## src/rtl/mem_arbiter_pkg.sv

```systemverilog
// Shared types for the SDRAM-port arbiter: FSM state encoding and
// arbitration mode selectors.
package apogee_mem_pkg;

    typedef enum logic [1:0] {
        IDLE  = 2'd0,
        ISSUE = 2'd1,
        WAIT  = 2'd2,
        DONE  = 2'd3
    } arb_state_t;

    localparam int ARB_FIXED = 0;
    localparam int ARB_RR    = 1;

endpackage

```

## src/rtl/mem_arbiter_pick.sv

```systemverilog
// Combinational winner picker: lowest index in fixed mode, first eligible
// index after the pointer (wrapping) in round-robin mode.
module arb_pick #(
    parameter int NCH = 3,
    parameter int PW  = $clog2(NCH)
) (
    input  logic [NCH-1:0] i_elig,
    input  logic [PW-1:0]  i_ptr,
    input  logic           i_mode,
    output logic [PW-1:0]  o_grant,
    output logic           o_valid
);

    logic [PW-1:0] w_cand;

    // Loops run from the least to the most preferred candidate so the last hit wins.
    always_comb begin
        o_grant = '0;
        o_valid = |i_elig;
        w_cand  = '0;
        if (i_mode == 1'b0) begin
            for (int i = NCH - 1; i >= 0; i--) begin
                w_cand = PW'(i);
                if (i_elig[w_cand]) o_grant = w_cand;
            end
        end else begin
            for (int k = NCH; k >= 1; k--) begin
                w_cand = PW'((int'(i_ptr) + k) % NCH);
                if (i_elig[w_cand]) o_grant = w_cand;
            end
        end
    end

endmodule

```

## src/rtl/mem_arbiter.sv

```systemverilog
// Registered N-channel arbiter in front of the shared SDRAM port: one access
// at a time, fixed-priority or round-robin, channel-0 lock and a ready timeout.
module mem_arbiter
    import apogee_mem_pkg::*;
#(
    parameter int NCH     = 3,
    parameter int AW      = 25,
    parameter int DW      = 8,
    parameter int MODE    = ARB_FIXED,
    parameter int TIMEOUT = 64
) (
    input  logic                clk_sys,
    input  logic                reset,
    input  logic                lock,
    input  logic [NCH-1:0]      req,
    input  logic [NCH-1:0]      we,
    input  logic [NCH*AW-1:0]   addr,
    input  logic [NCH*DW-1:0]   wdata,
    output logic [NCH-1:0]      ack,
    output logic                err,
    output logic [DW-1:0]       rdata,
    output logic                busy,
    output logic [AW-1:0]       mem_addr,
    output logic [DW-1:0]       mem_din,
    output logic                mem_we,
    output logic                mem_rd,
    input  logic [DW-1:0]       mem_dout,
    input  logic                mem_ready,
    output arb_state_t          o_dbg_state
);

    // Handshake: a requester raises req[i] with we/addr/wdata and holds the level
    // until ack[i] pulses for one cycle; downstream, a one-cycle mem_rd/mem_we
    // strobe is answered by a one-cycle mem_ready, or abandoned after TIMEOUT cycles.

    localparam int PW = $clog2(NCH);
    localparam int CW = $clog2(TIMEOUT) + 1;
    localparam logic [CW-1:0] CNT_LAST = CW'(TIMEOUT - 1);
    localparam logic [CW-1:0] CNT_MAX  = '1;

    arb_state_t       r_state;
    arb_state_t       w_next;
    logic [PW-1:0]    r_g;
    logic             r_we;
    logic [PW-1:0]    r_ptr;
    logic [CW-1:0]    r_cnt;
    logic             r_flag;
    logic [AW-1:0]    r_mem_addr;
    logic [DW-1:0]    r_mem_din;
    logic [DW-1:0]    r_rdata;

    logic [NCH-1:0]   w_elig;
    logic [PW-1:0]    w_grant;
    logic             w_valid;
    logic             w_cnt_last;
    logic [AW-1:0]    w_addr_arr  [NCH];
    logic [DW-1:0]    w_wdata_arr [NCH];

    for (genvar gi = 0; gi < NCH; gi++) begin : g_unpack
        assign w_addr_arr[gi]  = addr[gi*AW +: AW];
        assign w_wdata_arr[gi] = wdata[gi*DW +: DW];
    end

    assign w_elig     = lock ? (req & NCH'(1)) : req;
    assign w_cnt_last = (r_cnt >= CNT_LAST);

    arb_pick #(
        .NCH (NCH),
        .PW  (PW)
    ) u_pick (
        .i_elig  (w_elig),
        .i_ptr   (r_ptr),
        .i_mode  (MODE == ARB_RR),
        .o_grant (w_grant),
        .o_valid (w_valid)
    );

    always_ff @(posedge clk_sys) begin
        if (reset) r_state <= IDLE;
        else       r_state <= w_next;
    end

    always_comb begin
        w_next = r_state;
        ack    = '0;
        err    = 1'b0;
        busy   = 1'b1;
        mem_we = 1'b0;
        mem_rd = 1'b0;
        case (r_state)
            IDLE: begin
                busy = 1'b0;
                if (w_valid) w_next = ISSUE;
            end
            ISSUE: begin
                mem_we = r_we;
                mem_rd = ~r_we;
                w_next = WAIT;
            end
            // A ready coinciding with the last counted cycle is still a success.
            WAIT: begin
                if (mem_ready || w_cnt_last) w_next = DONE;
            end
            DONE: begin
                ack[r_g] = 1'b1;
                err      = r_flag;
                w_next   = IDLE;
            end
            default: w_next = IDLE;
        endcase
    end

    always_ff @(posedge clk_sys) begin
        if (reset) begin
            r_g        <= '0;
            r_we       <= 1'b0;
            r_ptr      <= PW'(NCH - 1);
            r_cnt      <= '0;
            r_flag     <= 1'b0;
            r_mem_addr <= '0;
            r_mem_din  <= '0;
            r_rdata    <= '0;
        end else begin
            case (r_state)
                IDLE: begin
                    if (w_valid) begin
                        r_g        <= w_grant;
                        r_we       <= we[w_grant];
                        r_mem_addr <= w_addr_arr[w_grant];
                        r_mem_din  <= w_wdata_arr[w_grant];
                        r_ptr      <= w_grant;
                    end
                end
                ISSUE: begin
                    r_cnt  <= '0;
                    r_flag <= 1'b0;
                end
                WAIT: begin
                    if (r_cnt != CNT_MAX) r_cnt <= r_cnt + CW'(1);
                    if (mem_ready) begin
                        r_rdata <= mem_dout;
                    end else if (w_cnt_last) begin
                        r_rdata <= '0;
                        r_flag  <= 1'b1;
                    end
                end
                DONE: r_flag <= 1'b0;
                default: ;
            endcase
        end
    end

    assign rdata       = r_rdata;
    assign mem_addr    = r_mem_addr;
    assign mem_din     = r_mem_din;
    assign o_dbg_state = r_state;

endmodule

```

## config.mk

```make
export PLATFORM = sky130hd
export DESIGN_NAME = mem_arbiter
export DESIGN_NICKNAME = d
export VERILOG_FILES = /design/src/rtl/mem_arbiter_pkg.sv /design/src/rtl/mem_arbiter_pick.sv /design/src/rtl/mem_arbiter.sv
export SDC_FILE = /design/constraint.sdc
export NUM_CORES = 1
export LEC_CHECK = 0
export ABC_CLOCK_PERIOD_IN_PS = 1670
export BUFFER_PORTS_ARGS = -buffer_cell sky130_fd_sc_hd__buf_2
export CAP_MARGIN = 20
export CORE_MARGIN = 2
export CORE_UTILIZATION = 39
export CTS_BUF_LIST = sky130_fd_sc_hd__clkbuf_2
export DETAILED_ROUTE_END_ITERATION = 7
export GPL_ROUTABILITY_DRIVEN = 0
export GPL_TIMING_DRIVEN = 0
export PLACE_DENSITY = 0.76
export SYNTH_ARGS = -nofsm -noshare
export SYNTH_HDL_FRONTEND = slang
export SYNTH_SLANG_ARGS = --single-unit
```

## constraint.sdc

```tcl
create_clock -name clk_sys -period 1.67 [get_ports clk_sys]
set_clock_uncertainty 0.1 [all_clocks]
set_input_delay 0.2505 -clock clk_sys [delete_from_list [all_inputs] [get_ports clk_sys]]
set_output_delay 0.2505 -clock clk_sys [all_outputs]
set_load 0.005 [all_outputs]
```

* Word-level counts from Yosys, hierarchy flattened
Cells that the tools add are included.
** Cells by class
- Reduce and logical (&&, ||, !) cells :: 13
- Bitwise operators :: 2
- Eq/ne operators :: 9
- Magnitude comparators :: 5
- Add/sub/neg operators :: 1
- Multiplexer cells :: 29
** Operator list (count)
- $bmux W25 S2 :: 1
- $mux W25 :: 2
- $mux W8 :: 4
- $bmux W8 S2 :: 1
- $pmux W7 S2 :: 1
- $mux W2 :: 5
- $mux W1 :: 8
- $ne A2 B2 Y1 const B :: 4
- $pmux W2 S4 :: 1
- $reduce_and A2 Y1 :: 4
- $add A7 B1 Y7 const B :: 1
- $ge A7 B6 Y1 const B :: 1
- $mux W7 :: 1
- $ne A7 B7 Y1 const B :: 1
- $lt A2 B3 Y1 const B :: 2
- $mux W3 :: 2
- $reduce_bool A2 Y1 :: 3
- $eq A2 B2 Y1 const B :: 2
- $ge A3 B3 Y1 const B :: 1
- $not A2 Y3 :: 1
- $reduce_and A3 Y1 :: 1
- $reduce_or A3 Y1 :: 1
- $bmux W1 S2 :: 1
- $demux W1 S2 :: 1
- 9 further kinds :: 9
** Storage, ports and cells
- Output and inout port bits :: 50
- Flip-flop bits (word level) :: 54

* Depth between registers and ports, before layout
Gate-level depths: netlist of the first run.
- Depth after elaboration :: 8
- Depth in mapped cells :: 7
- Depth with buffers taken out :: 6

* Hierarchy
Synthesis of the first run repeated with hierarchy kept, for this count alone.
** Second synthesis, totals
- Cell total of the unflattened synthesis :: 380
- Area total of the unflattened synthesis :: 3036.7 um^2
** Modules (own cells, without submodules)
- mem_arbiter :: cells each 354, area each 2846.5 um^2, seq. area each 1101.1 um^2, instances 1
- arb_pick :: cells each 26, area each 190.2 um^2, seq. area each 0.0 um^2, instances 1

* Least setup slack after synthesis of the first run
No wires, ideal clock.
- Path kind :: reg-to-reg
- Start :: reg r_cnt[0]
- End :: reg r_state[0], in the netlist o_dbg_state[0]
- Data arrival time :: 1.616 ns
- Stages on the path, launching flop included :: 6
- Library setup time :: 0.119 ns
- Buffers on the path :: 0
- Clock period less this slack :: 1.835 ns
- Slack :: -0.165 ns
- Cell sequence :: dfxtp_1 ha_1 a21o_1 a311oi_2 a22oi_1 o221a_2
** Between the ends
- Longest elaborated chain between the ends :: 4
** Ends and longest elaborated chain
- start, declared :: RTL line mem_arbiter.sv:46 : logic [CW-1:0] r_cnt;
- start signal, assigned :: RTL line mem_arbiter.sv:139 : if (r_cnt != CNT_MAX) r_cnt <= r_cnt + CW'(1);
- $ge A7 B6 Y1 :: RTL line mem_arbiter.sv:65 : assign w_cnt_last = (r_cnt >= CNT_LAST);
- $logic_or A1 B1 Y1 :: RTL line mem_arbiter.sv:102 : if (mem_ready || w_cnt_last) w_next = DONE;
- $ne A2 B2 Y1 (no source line)
- $reduce_and A2 Y1 (no source line)
- end signal, assigned :: RTL line mem_arbiter.sv:80 : else r_state <= w_next;
- end, declared :: RTL line mem_arbiter.sv:41 : arb_state_t r_state;
No other way between the ends.
A chain may end at the register's enable or synchronous reset.

* Worst setup path in the final report of the first run
- Start :: reg r_state[1], in the netlist o_dbg_state[1]
- End :: out mem_we
** Between the ends
- Longest elaborated chain between the ends :: 2
** Ends and longest elaborated chain
- $eq A2 B1 Y1 :: RTL line mem_arbiter.sv:90 : case (r_state)
- $mux W1 :: RTL line mem_arbiter.sv:90
- end, declared :: RTL line mem_arbiter.sv:25 : output logic mem_we,
No other way between the ends.

==> load_flow_metrics.sql, run 1 <==
INSERT INTO impl_metrics (metric_group, metric, value, unit) VALUES
('outcome', 'run_status', 'finished with violations', ''),
('outcome', 'violations', 'negative setup slack', ''),
('synthesis', 'ys_dominant_reg_cell', 'dfxtp_1', ''),
('setup_path', 'critical_path.max_fanout', '4', ''),
('finish', 'count_of_nets_after_finishing', '655', ''),
('placement', 'port_buffers', '165', ''),
('clock_tree', 'tritoncts', 'done', ''),
('sta', 'relSlewSlack', '68.4', '%'),
('synthesis', 'synth-seq-cells', '54', ''),
('route', 'post_drt_wl_per_cell', '14.4', 'um'),
('setup_path', 'nature_of_the_critical_path_startpoint', 'register', ''),
('route', 'route.detailed.drc', '0', ''),
('clock_tree', 'clkTransAtPathRegs', '250', 'ps'),
('route', 'num_vias', '3220', ''),
('sta', 'rsz0062_at_grt', 'true', ''),
('synthesis', 'area_share_of_the_largest_cell_type_after_synthesis', '37.7', '%'),
('sta', 'finalCritPeriodShare', '102', '%'),
('synthesis', 'yosys-top-cells-area', 'dfxtp_1 (38%), mux2i_1 (12%), a211o_1 (10%)', ''),
('finish', 'drive_gt1_share', '43.4', '%'),
('sta', 'setup_violators_final', '7', ''),
('synthesis', 'synth_enable_flop_cells', '0', ''),
('route', 'final_routed_wirelength', '9.13', 'mm'),
('sta', 'max_freq', '586', 'MHz'),
('setup_path', 'req_time_crit_path', '1320', 'ps'),
('clock_tree', 'clk-insertion-delay-late', '430', 'ps'),
('setup_path', 'cp.arrival', '1350', 'ps'),
('synthesis', 'synth-compound-area-share', '25.7', '%'),
('route', 'viasPerCell', '5.09', ''),
('power', 'total_switching_power', '1510', 'uW'),
('synthesis', 'synth.cell_area', '2860', 'um2'),
('grt', 'grt_antenna_before_repair', '0', ''),
('grt', 'grt-ovfl-total', '0', ''),
('route', 'drt_pre_antenna_iters', '4', ''),
('grt', 'grt_usage', '21.4', '%'),
('floorplanning', 'core_region_area', '7180', 'um2'),
('power', 'intPower', '2540', 'uW'),
('route', 'first_iter_violations', '124', ''),
('synthesis', 'synth_area_leader_cell', 'dfxtp_1', ''),
('sta', 'final_max_slew_viol_count', '0', ''),
('finish', 'nFillCells', '674', ''),
('sta', 'timing.final.ws_setup', '-35.3', 'ps'),
('clock_tree', 'clock_path_buffers', '2', ''),
('synthesis', 'netlist_instances', '348', ''),
('finish', 'final_core_util', '58.3', '%'),
('synthesis', 'synth_cell_types', '41', ''),
('finish', 'syn_to_final_growth', '46.0', '%'),
('flow_run', 'max_cap_viol_count', '0', ''),
('synthesis', 'synthesis.nets', '470', ''),
('sta', 'fin_crit', '1710', 'ps'),
('clock_tree', 'numClockSinks', '54', ''),
('clock_tree', 'cts_root_buffer', 'clkbuf_2', ''),
('floorplanning', 'floorplan.initialDensity', '39.9', '%'),
('sta', 'hold_violations', '0', ''),
('synthesis', 'main_combinational_cell_family_by_area_after_synthesis', 'compound AO/OA/AOI/OAI gates', ''),
('finish', 'seqCellArea', '1100', 'um2'),
('synthesis', 'post_synth.cell_area_avg', '8.23', 'um2'),
('synthesis', 'synth_simple_gate_area_share', '16.3', '%'),
('sta', 'totalNegativeSetupSlack', '-113', 'ps'),
('finish', 'multiInputGateArea', '1770', 'um2'),
('power', 'switching_share', '37.3', '%'),
('grt', 'grt_pass1_vias', '2903', ''),
('clock_tree', 'ctsHtreeMaxLevel', '2', ''),
('power', 'pwr-share-seq', '43.4', '%'),
('clock_tree', 'cts_inserted_buffers', '5', ''),
('placement', 'post-dp-hpwl', '7.01', 'mm'),
('floorplanning', 'standard_cell_rows', '31', ''),
('floorplanning', 'fp.dieH', '89.7', 'um'),
('grt', 'grt_pass1_wl', '13.3', 'mm'),
('power', 'combPwrFrac', '44.1', '%'),
('min_path', 'worst_hold_path_type', 'primary input to register', ''),
('synthesis', 'synth-seq-area-share', '37.7', '%');
==> registers in the layout (all words and copies together), names as in the netlist <==
signal / cells
mem_addr: 25
mem_din: 8
o_dbg_state: 2
r_cnt: 7
r_flag: 1
r_g: 2
r_we: 1
rdata: 8
==> cell type report <==
cell class,instances,area share [%]
Multi-Input combinational cell,258,42.4
Clock buffer,6,0.718
Inverter,7,0.688
Sequential cell,54,26.2
Timing Repair Buffer,180,23.3
Clock inverter,2,0.209
Buffer,27,3.50
Tap cell,99,2.96
==> repair_timing <==
item	4_1_cts	5_1_grt
buffers inserted	7	0
resized for setup	45	29
setup endpoints to repair	60	26
hold buffers	8	0
hold endpoints to repair	8	0
pin swaps	13	13
==> placed cells by master, fill, tap and decap left out, types with 2 or more instances in the layout <==
| master | netlist | final |
|---|---|---|
| a211o_1 | 34 | 34 |
| a21oi_1 | 46 | 46 |
| a311oi_1 | 3 | 3 |
| and2_4 | 0 | 2 |
| and3b_1 | 2 | 2 |
| buf_2 | 5 | 169 |
| buf_4 | 0 | 9 |
| buf_6 | 2 | 5 |
| clkbuf_1 | 21 | 11 |
| clkbuf_2 | 0 | 9 |
| clkbuf_4 | 0 | 2 |
| dfxtp_1 | 54 | 50 |
| dfxtp_4 | 0 | 4 |
| dlygate4sd3_1 | 0 | 8 |
| ha_4 | 0 | 4 |
| inv_1 | 7 | 4 |
| inv_2 | 0 | 2 |
| mux2i_1 | 35 | 35 |
| nand2_1 | 48 | 48 |
| nand3_1 | 3 | 3 |
| nor2_1 | 42 | 40 |
| o21ai_2 | 0 | 10 |
==> layer usage <==
metal / global-route usage [%] / vias up / part of all wire, %
met5: 0 / - / 0
met4: 6.92 / 0 / 1.7
met3: 4.75 / 14 / 7.2
met2: 38.9 / 109 / 51
met1: 24.6 / 1474 / 40
li1: - / 1623 / -
==> power by group through the flow <==
stage	Sequential (uW)	Combinational, uW	Clock (uW)
detailed placement	1750	1540	0
CTS	1750	1750	528
floorplan	1760	846	0
global placement	1740	1490	0
global route	1800	1980	578
finish	1760	1790	506
==> worst paths after layout <==
path                                from  cells after the start  slack, ps                         to
max          o_dbg_state[1]$_SDFFE_PP0P_                      4        -40                     mem_we
min                             addr[63]                      4         60  mem_addr[13]$_SDFFE_PP0P_
max reg2reg        r_cnt[0]$_SDFFE_PP0P_                      6        -10      rdata[2]$_SDFFE_PP0P_
min reg2reg    mem_addr[21]$_SDFFE_PP0P_                      2        370  mem_addr[21]$_SDFFE_PP0P_
==> cells in the mapped netlist (3+ instances only) <==
library cell  number
dfxtp_1           54
nand2_1           48
a21oi_1           46
nor2_1            42
mux2i_1           35
a211o_1           34
clkbuf_1          21
o21ai_0           10
inv_1              7
buf_2              5
ha_1               5
a311oi_1           3
and2_1             3
nand3_1            3
==> critical path, cell delays in order (launching register included) <==
cell and delay, ps:
dfxtp_4 440, inv_4 50, ha_4 170, and2_4 150, buf_6 110
==> metrics by stage <==
step / instance area [um2] / std cells / hold WS [ps] / setup WS (ps) / total power, uW
finish: 4180 / 633 / 55.8 / -35.3 / 4050
global route: 4180 / 633 / 13.6 / -132 / 4360
CTS: 4130 / 633 / 29.5 / -56.1 / 4030
detailed placement: 3830 / 612 / 341 / -466 / 3290
global placement: 3830 / 612 / 336 / -416 / 3240
floorplan: 2880 / 348 / 287 / -41.3 / 2600
==> cells by family (layout without fill, tap and decap cells) <==
logic type | Yosys count | count (layout)
fa+ha+maj | 5 | 5
flops | 54 | 54
simple gates | 109 | 109
buf+inv | 36 | 222
mux | 36 | 36
compound gates | 108 | 108
No activity file was read; power rests on OpenSTA's default activity.
==> inputs of run 2 (changes only) <==
--- a/config.mk
+++ b/config.mk
@@ -5,12 +5,10 @@
 export SDC_FILE = /design/constraint.sdc
 export NUM_CORES = 1
 export LEC_CHECK = 0
-export ABC_CLOCK_PERIOD_IN_PS = 1670
 export BUFFER_PORTS_ARGS = -buffer_cell sky130_fd_sc_hd__buf_2
 export CAP_MARGIN = 20
 export CORE_MARGIN = 2
 export CORE_UTILIZATION = 39
-export CTS_BUF_LIST = sky130_fd_sc_hd__clkbuf_2
 export DETAILED_ROUTE_END_ITERATION = 7
 export GPL_ROUTABILITY_DRIVEN = 0
 export GPL_TIMING_DRIVEN = 0
==> constraint.sdc (replaced) <==
create_clock -name clk_sys -period 1.67 [get_ports clk_sys]
set_clock_uncertainty 0.1 [all_clocks]
set_input_delay 0.2505 -clock clk_sys [delete_from_list [all_inputs] [get_ports clk_sys]]
set_output_delay 0.2505 -clock clk_sys [all_outputs]
set_load 0.02 [all_outputs]
==> load_flow_metrics.sql, run 2 (synthesis gave the netlist of run 1 again) <==
INSERT INTO impl_metrics (metric_group, metric, value, unit) VALUES
('power', 'peakVddDrop', '0.482', 'mV'),
('clock_tree', 'cts_inserted_buffers', '5', ''),
('min_path', 'worstHoldEndpoint', 'rdata[3]$_SDFFE_PP0P_', ''),
('clock_tree', 'clkTransAtPathRegs', '100', 'ps'),
('route', 'num_vias', '3159', ''),
('grt', 'grt_pass1_wl', '12.7', 'mm'),
('sta', 'fin_crit', '1630', 'ps'),
('min_path', 'holdPathStages', '3', ''),
('sta', 'relSlewSlack', '65.3', '%'),
('grt', 'grt_antenna_before_repair', '0', ''),
('floorplanning', 'fp.dieH', '89.7', 'um'),
('sta', 'setup_violators_final', '0', ''),
('power', 'power.leakage', '0.00192', 'uW'),
('min_path', 'worst_hold_path_type', 'primary input to register', ''),
('sta', 'max_freq', '612', 'MHz'),
('floorplanning', 'die_width', '89.7', 'um'),
('clock_tree', 'cts_root_buffer', 'clkbuf_8', ''),
('sta', 'final_max_slew_viol_count', '0', ''),
('clock_tree', 'ctsHtreeMaxLevel', '2', ''),
('finish', 'final_design_area_no_fill', '4110', 'um2'),
('power', 'pwr_density_cell', '1100', 'nW/um2'),
('finish', 'drive_gt1_share', '42.2', '%'),
('route', 'route.detailed.drc', '0', ''),
('placement', 'placed_cells_incl_taps', '612', ''),
('finish', 'diodes', '0', ''),
('sta', 'finalCritPeriodShare', '97.8', '%'),
('clock_tree', 'tritoncts', 'done', ''),
('finish', 'layout.cells.most_common_list', 'buf_2 (166), dfxtp_1 (50), nand2_1 (48)', ''),
('clock_tree', 'numClockSinks', '54', ''),
('setup_path', 'worstPathCellList', 'ha_4 -> a21o_1 -> a311oi_4 -> a22oi_2 -> o221a_2', ''),
('floorplanning', 'floorplan.initialDensity', '39.9', '%'),
('placement', 'port_buffers', '165', ''),
('route', 'remaining_number_of_nets_flagged_by_the_antenna_check_after_routing', '0', ''),
('setup_path', 'nature_of_the_critical_path_startpoint', 'register', ''),
('clock_tree', 'clk-insertion-delay-late', '300', 'ps'),
('sta', 'totalNegativeSetupSlack', '0', 'ps'),
('setup_path', 'req_time_crit_path', '1780', 'ps'),
('setup_path', 'reg2reg_from', 'r_cnt[1]$_SDFFE_PP0P_', ''),
('floorplanning', 'core_region_area', '7180', 'um2'),
('setup_path', 'crit_path_max_cell_delay', '360', 'ps'),
('placement', 'post-dp-hpwl', '6.91', 'mm'),
('setup_path', 'worstReg2RegEnd', 'o_dbg_state[0]$_SDFFE_PP0P_', ''),
('clock_tree', 'clock_path_buffers', '2', ''),
('floorplanning', 'num_io_pins', '167', ''),
('flow_run', 'max_cap_viol_count', '0', ''),
('setup_path', 'worst-r2r-cell-count', '5', ''),
('setup_path', 'worst_setup_path_category', 'register to register', ''),
('finish', 'finalNonFillerCells', '623', ''),
('grt', 'grt_usage', '20.2', '%'),
('sta', 'hold_violations', '0', ''),
('setup_path', 'crit_path_top_delay_cell', 'dfxtp_4', ''),
('route', 'final_routed_wirelength', '8.92', 'mm'),
('grt', 'grt_start_max_net_pins', '17', ''),
('finish', 'syn_to_final_growth', '43.4', '%'),
('setup_path', 'setup.worst_path.end_class', 'register', ''),
('route', 'first_iter_violations', '122', ''),
('placement', 'dpl_cell_area', '3850', 'um2'),
('grt', 'grt_pass1_vias', '2767', ''),
('route', 'post_drt_wl_per_cell', '14.3', 'um'),
('finish', 'nFillCells', '670', ''),
('clock_tree', 'post_cts_hold_buffer_count', '0', ''),
('floorplanning', 'standard_cell_rows', '31', ''),
('grt', 'grt-ovfl-total', '0', ''),
('setup_path', 'cp.arrival', '1740', 'ps'),
('min_path', 'hold_start', 'mem_dout[3]', ''),
('setup_path', 'r2r_slack', '40', 'ps'),
('floorplanning', 'die_area', '8050', 'um2'),
('setup_path', 'critical_path.n_buffers_inverters', '0', ''),
('outcome', 'run_status', 'complete, no violations', ''),
('finish', 'count_of_nets_after_finishing', '645', ''),
('finish', 'leading_cell_type_in_the_layout_fill_and_taps_excluded', 'buf_2', ''),
('setup_path', 'critical_path.max_fanout', '5', ''),
('sta', 'tightest_slew', '521', 'ps'),
('route', 'drt_pre_antenna_iters', '4', ''),
('route', 'viasPerCell', '5.07', ''),
('finish', 'largest_reg_flops', '25', ''),
('setup_path', 'cp_top_family', 'compound AO/OA/AOI/OAI gates', '');
run 2: final cells by class:
cell class | count | area (um2) | share of cell area (%)
tap | 99 | 124 | 3.02
clock inverter | 2 | 12.5 | 0.305
sequential | 54 | 1100 | 26.7
multi-input combinational | 258 | 1740 | 42.2
inverter | 7 | 26.3 | 0.640
timing repair buffer | 170 | 870 | 21.2
buffer | 27 | 161 | 3.93
clock buffer | 6 | 82.6 | 2.01
run 2: how the worst max path moves through the flow:
stage / startpoint / end / slack (ps) / cells past startpoint
6_report: r_cnt[1]$_SDFFE_PP0P_ / o_dbg_state[0]$_SDFFE_PP0P_ / 40 / 5
5_1_grt: o_dbg_state[0]$_SDFFE_PP0P_ / ack[0] / -10 / 3
4_1_cts: o_dbg_state[1]$_SDFFE_PP0P_ / mem_addr[2]$_SDFFE_PP0P_ / -9 / 6
3_5_place_dp: r_cnt[0]$_SDFFE_PP0P_ / o_dbg_state[0]$_SDFFE_PP0P_ / -360 / 5
3_3_place_gp: r_cnt[0]$_SDFFE_PP0P_ / o_dbg_state[0]$_SDFFE_PP0P_ / -310 / 5
2_1_floorplan: r_cnt[0]$_SDFFE_PP0P_ / o_dbg_state[0]$_SDFFE_PP0P_ / -100 / 5
run 2: metal layers:
metal  up-vias  part of all wire (%)  global-route usage [%]
met4         0                  0.90                    4.88
met3         9                   7.1                    3.02
met1      1436                    41                    23.9
li1       1594                     -                       -
met5         -                     0                       0
met2       120                    51                    38.0
run 2: worst reg2reg max path: stages (launching register included):
cell	delay (ps)
dfxtp_4	360
ha_4	170
a21o_1	200
a311oi_4	330
a22oi_2	120
o221a_2	260
run 2: repair_timing:
| item | in CTS | in global routing |
|---|---|---|
| resized for setup | 24 | 28 |
| setup endpoints to repair | 56 | 51 |
| pin swaps | 2 | 9 |
| setup buffers | 4 | 1 |
run 2: stage by stage:
stage / utilization [%] / hold WS [ps] / total power (uW) / setup WS (ps)
floorplan: - / 287 / 2940 / -95.8
global placement: 53.6 / 337 / 3560 / -313
detailed placement: 53.6 / 342 / 3620 / -365
CTS: 56.3 / 65.3 / 4480 / -9.35
global route: 57.2 / 60.5 / 4810 / -13.1
finish: 57.2 / 75.4 / 4530 / 37.0
run 2: power by group:
| group | switching (uW) | internal [uW] |
|---|---|---|
| Sequential | 166 | 1580 |
| Combinational | 1220 | 817 |
| Clock | 425 | 334 |
| Total | 1810 | 2730 |
==> inputs of run 3 (changes only) <==
--- a/config.mk
+++ b/config.mk
@@ -8,11 +8,11 @@
 export BUFFER_PORTS_ARGS = -buffer_cell sky130_fd_sc_hd__buf_2
 export CAP_MARGIN = 20
 export CORE_MARGIN = 2
-export CORE_UTILIZATION = 39
+export CORE_UTILIZATION = 40
 export DETAILED_ROUTE_END_ITERATION = 7
 export GPL_ROUTABILITY_DRIVEN = 0
 export GPL_TIMING_DRIVEN = 0
-export PLACE_DENSITY = 0.76
+export PLACE_DENSITY = 0.77
 export SYNTH_ARGS = -nofsm -noshare
 export SYNTH_HDL_FRONTEND = slang
 export SYNTH_SLANG_ARGS = --single-unit
==> constraint.sdc (replaced) <==
create_clock -name clk_sys -period 1.3 [get_ports clk_sys]
set_clock_uncertainty 0.1 [all_clocks]
set_input_delay 0.195 -clock clk_sys [delete_from_list [all_inputs] [get_ports clk_sys]]
set_output_delay 0.195 -clock clk_sys [all_outputs]
set_load 0.02 [all_outputs]
==> load_flow_metrics.sql, run 3 (synthesis gave the netlist of run 1 again) <==
INSERT INTO impl_metrics (metric_group, metric, value, unit) VALUES
('sta', 'relSlewSlack', '61.8', '%'),
('setup_path', 'req_time_crit_path', '1400', 'ps'),
('clock_tree', 'numClockSinks', '54', ''),
('sta', 'finalCritPeriodShare', '126', '%'),
('clock_tree', 'cts_root_buffer', 'clkbuf_8', ''),
('power', 'pwr-share-seq', '32.3', '%'),
('finish', 'count_of_nets_after_finishing', '661', ''),
('sta', 'timing.final.ws_setup', '-339', 'ps'),
('setup_path', 'worst_setup_path_category', 'register to register', ''),
('power', 'power.leakage', '0.00210', 'uW'),
('grt', 'grt-ovfl-total', '0', ''),
('setup_path', 'nature_of_the_critical_path_startpoint', 'register', ''),
('floorplanning', 'core_region_area', '6870', 'um2'),
('route', 'first_iter_violations', '106', ''),
('grt', 'grt_antenna_before_repair', '0', ''),
('power', 'switching_share', '39.0', '%'),
('route', 'num_vias', '3332', ''),
('route', 'viasPerCell', '5.24', ''),
('clock_tree', 'clk-insertion-delay-late', '300', 'ps'),
('outcome', 'violations', 'negative setup slack', ''),
('grt', 'grt_usage', '23.9', '%'),
('sta', 'hold_violations', '0', ''),
('power', 'power.share.clock', '14.8', '%'),
('route', 'remaining_number_of_nets_flagged_by_the_antenna_check_after_routing', '0', ''),
('grt', 'grt_start_max_net_pins', '17', ''),
('sta', 'rsz0062_at_grt', 'true', ''),
('outcome', 'run_status', 'finished with violations', ''),
('clock_tree', 'cts_inserted_buffers', '5', ''),
('setup_path', 'critical_path.max_fanout', '4', ''),
('floorplanning', 'die_width', '88.6', 'um'),
('floorplanning', 'fp.dieH', '88.6', 'um'),
('clock_tree', 'clock_path_buffers', '2', ''),
('grt', 'grt_pass1_vias', '3138', ''),
('finish', 'nFillCells', '582', ''),
('min_path', 'worst_hold_path_type', 'primary input to register', ''),
('floorplanning', 'die_area', '7850', 'um2'),
('sta', 'setup_violators_final', '62', ''),
('finish', 'drive_gt1_share', '53.1', '%'),
('floorplanning', 'num_io_pins', '167', ''),
('power', 'pwr_density_cell', '1490', 'nW/um2'),
('finish', 'largest_reg_flops', '25', ''),
('grt', 'grt_pass1_wl', '14.7', 'mm'),
('route', 'final_routed_wirelength', '9.90', 'mm'),
('sta', 'fin_crit', '1640', 'ps'),
('finish', 'seqCellArea', '1100', 'um2'),
('finish', 'syn_to_final_growth', '65.0', '%'),
('clock_tree', 'clkTransAtPathRegs', '100', 'ps'),
('placement', 'port_buffers', '165', ''),
('clock_tree', 'tritoncts', 'done', ''),
('power', 'power', '7030', 'uW'),
('floorplanning', 'floorplan.initialDensity', '41.7', '%'),
('finish', 'multiInputGateArea', '2000', 'um2'),
('sta', 'max_freq', '610', 'MHz'),
('route', 'drt_pre_antenna_iters', '4', ''),
('flow_run', 'max_cap_viol_count', '0', ''),
('setup_path', 'setup.worst_path.end_class', 'register', ''),
('clock_tree', 'ctsHtreeMaxLevel', '2', ''),
('finish', 'leading_cell_type_in_the_layout_fill_and_taps_excluded', 'buf_2', ''),
('placement', 'post-dp-hpwl', '7.13', 'mm'),
('sta', 'hold_ws', '26.8', 'ps'),
('power', 'intPower', '4290', 'uW'),
('finish', 'diodes', '0', ''),
('route', 'route.detailed.drc', '0', ''),
('power', 'combPwrFrac', '52.9', '%'),
('power', 'total_switching_power', '2740', 'uW'),
('floorplanning', 'standard_cell_rows', '30', ''),
('power', 'peakVddDrop', '0.750', 'mV'),
('route', 'post_drt_wl_per_cell', '15.6', 'um'),
('sta', 'final_max_slew_viol_count', '0', ''),
('finish', 'layout.cells.most_common_list', 'buf_2 (157), nand2_1 (48), dfxtp_1 (46)', ''),
('sta', 'tightest_slew', '574', 'ps'),
('setup_path', 'cp.arrival', '1740', 'ps');
[run 3: cell types whose count changed in the layout (fill, tap and decap cells not counted), sizes merged]
| cell | before | now |
|---|---|---|
| clkbuf | 25 | 22 |
| clkinvlp | 1 | 0 |
| clkinv | 1 | 2 |
| o21ai | 11 | 12 |
| buf | 178 | 196 |
[run 3: what timing repair did]
action | in CTS | in global routing
resized for setup | 74 | 54
gates cloned | 5 | 0
pin swaps | 27 | 7
hold buffers | 0 | 0
setup endpoints to repair | 61 | 62
buffers inserted | 13 | 4
[run 3: per-stage QoR]
step           setup slack, ps  TNS [ps]  area (um2)  cells  utilization [%]
4_1_cts                   -330    -14160        4520    634             65.8
6_report                  -339    -13970        4720    636             68.8
2_1_floorplan             -310    -10770        3090    348                -
3_5_place_dp              -597    -23890        4030    609             58.7
5_1_grt                   -401    -17280        4720    636             68.8
3_3_place_gp              -537    -22100        4030    609             58.7
[run 3: worst paths after layout]
kind	start	end	slack, ps	depth (start not counted)
setup / recovery	r_cnt[0]$_SDFFE_PP0P_	o_dbg_state[0]$_SDFFE_PP0P_	-340	5
hold / removal	mem_dout[7]	rdata[7]$_SDFFE_PP0P_	30	3
setup reg to reg	r_cnt[0]$_SDFFE_PP0P_	o_dbg_state[0]$_SDFFE_PP0P_	-340	5
hold reg to reg	mem_addr[12]$_SDFFE_PP0P_	mem_addr[12]$_SDFFE_PP0P_	360	2
[run 3: worst max-delay path, cell delays in order, from the launching register on]
cell and delay [ps]:
dfxtp_4 360, buf_4 150, a21o_4 240, a311oi_4 330
a22oi_2 120, o221a_2 230
[run 3: metal layers]
layer | global-route usage [%] | wire (um) | up-vias
li1 | - | - | 1629
met1 | 27.7 | 3950 | 1552
met2 | 44.4 | 5140 | 136
met3 | 4.94 | 667 | 15
met4 | 6.75 | 143 | 0
met5 | 0 | 0 | -
[run 3: power groups by stage]
| stage | Combinational (uW) | Sequential [uW] | Clock (uW) |
|---|---|---|---|
| after floorplan | 1420 | 2660 | 0 |
| after global placement | 2630 | 2270 | 0 |
| after detailed placement | 2670 | 2290 | 0 |
| after CTS | 3300 | 2250 | 1070 |
| after global routing | 3960 | 2310 | 1160 |
| final | 3720 | 2270 | 1040 |
[run 3: final cells by class]
| cell class | count | share of cell area (%) |
|---|---|---|
| Multi-Input combinational cell | 259 | 42.2 |
| Sequential cell | 54 | 23.3 |
| Timing Repair Buffer | 186 | 23.3 |
| Buffer | 26 | 5.64 |
| Tap cell | 96 | 2.54 |
| Clock buffer | 6 | 1.99 |
| Inverter | 7 | 0.768 |
| Clock inverter | 2 | 0.212 |
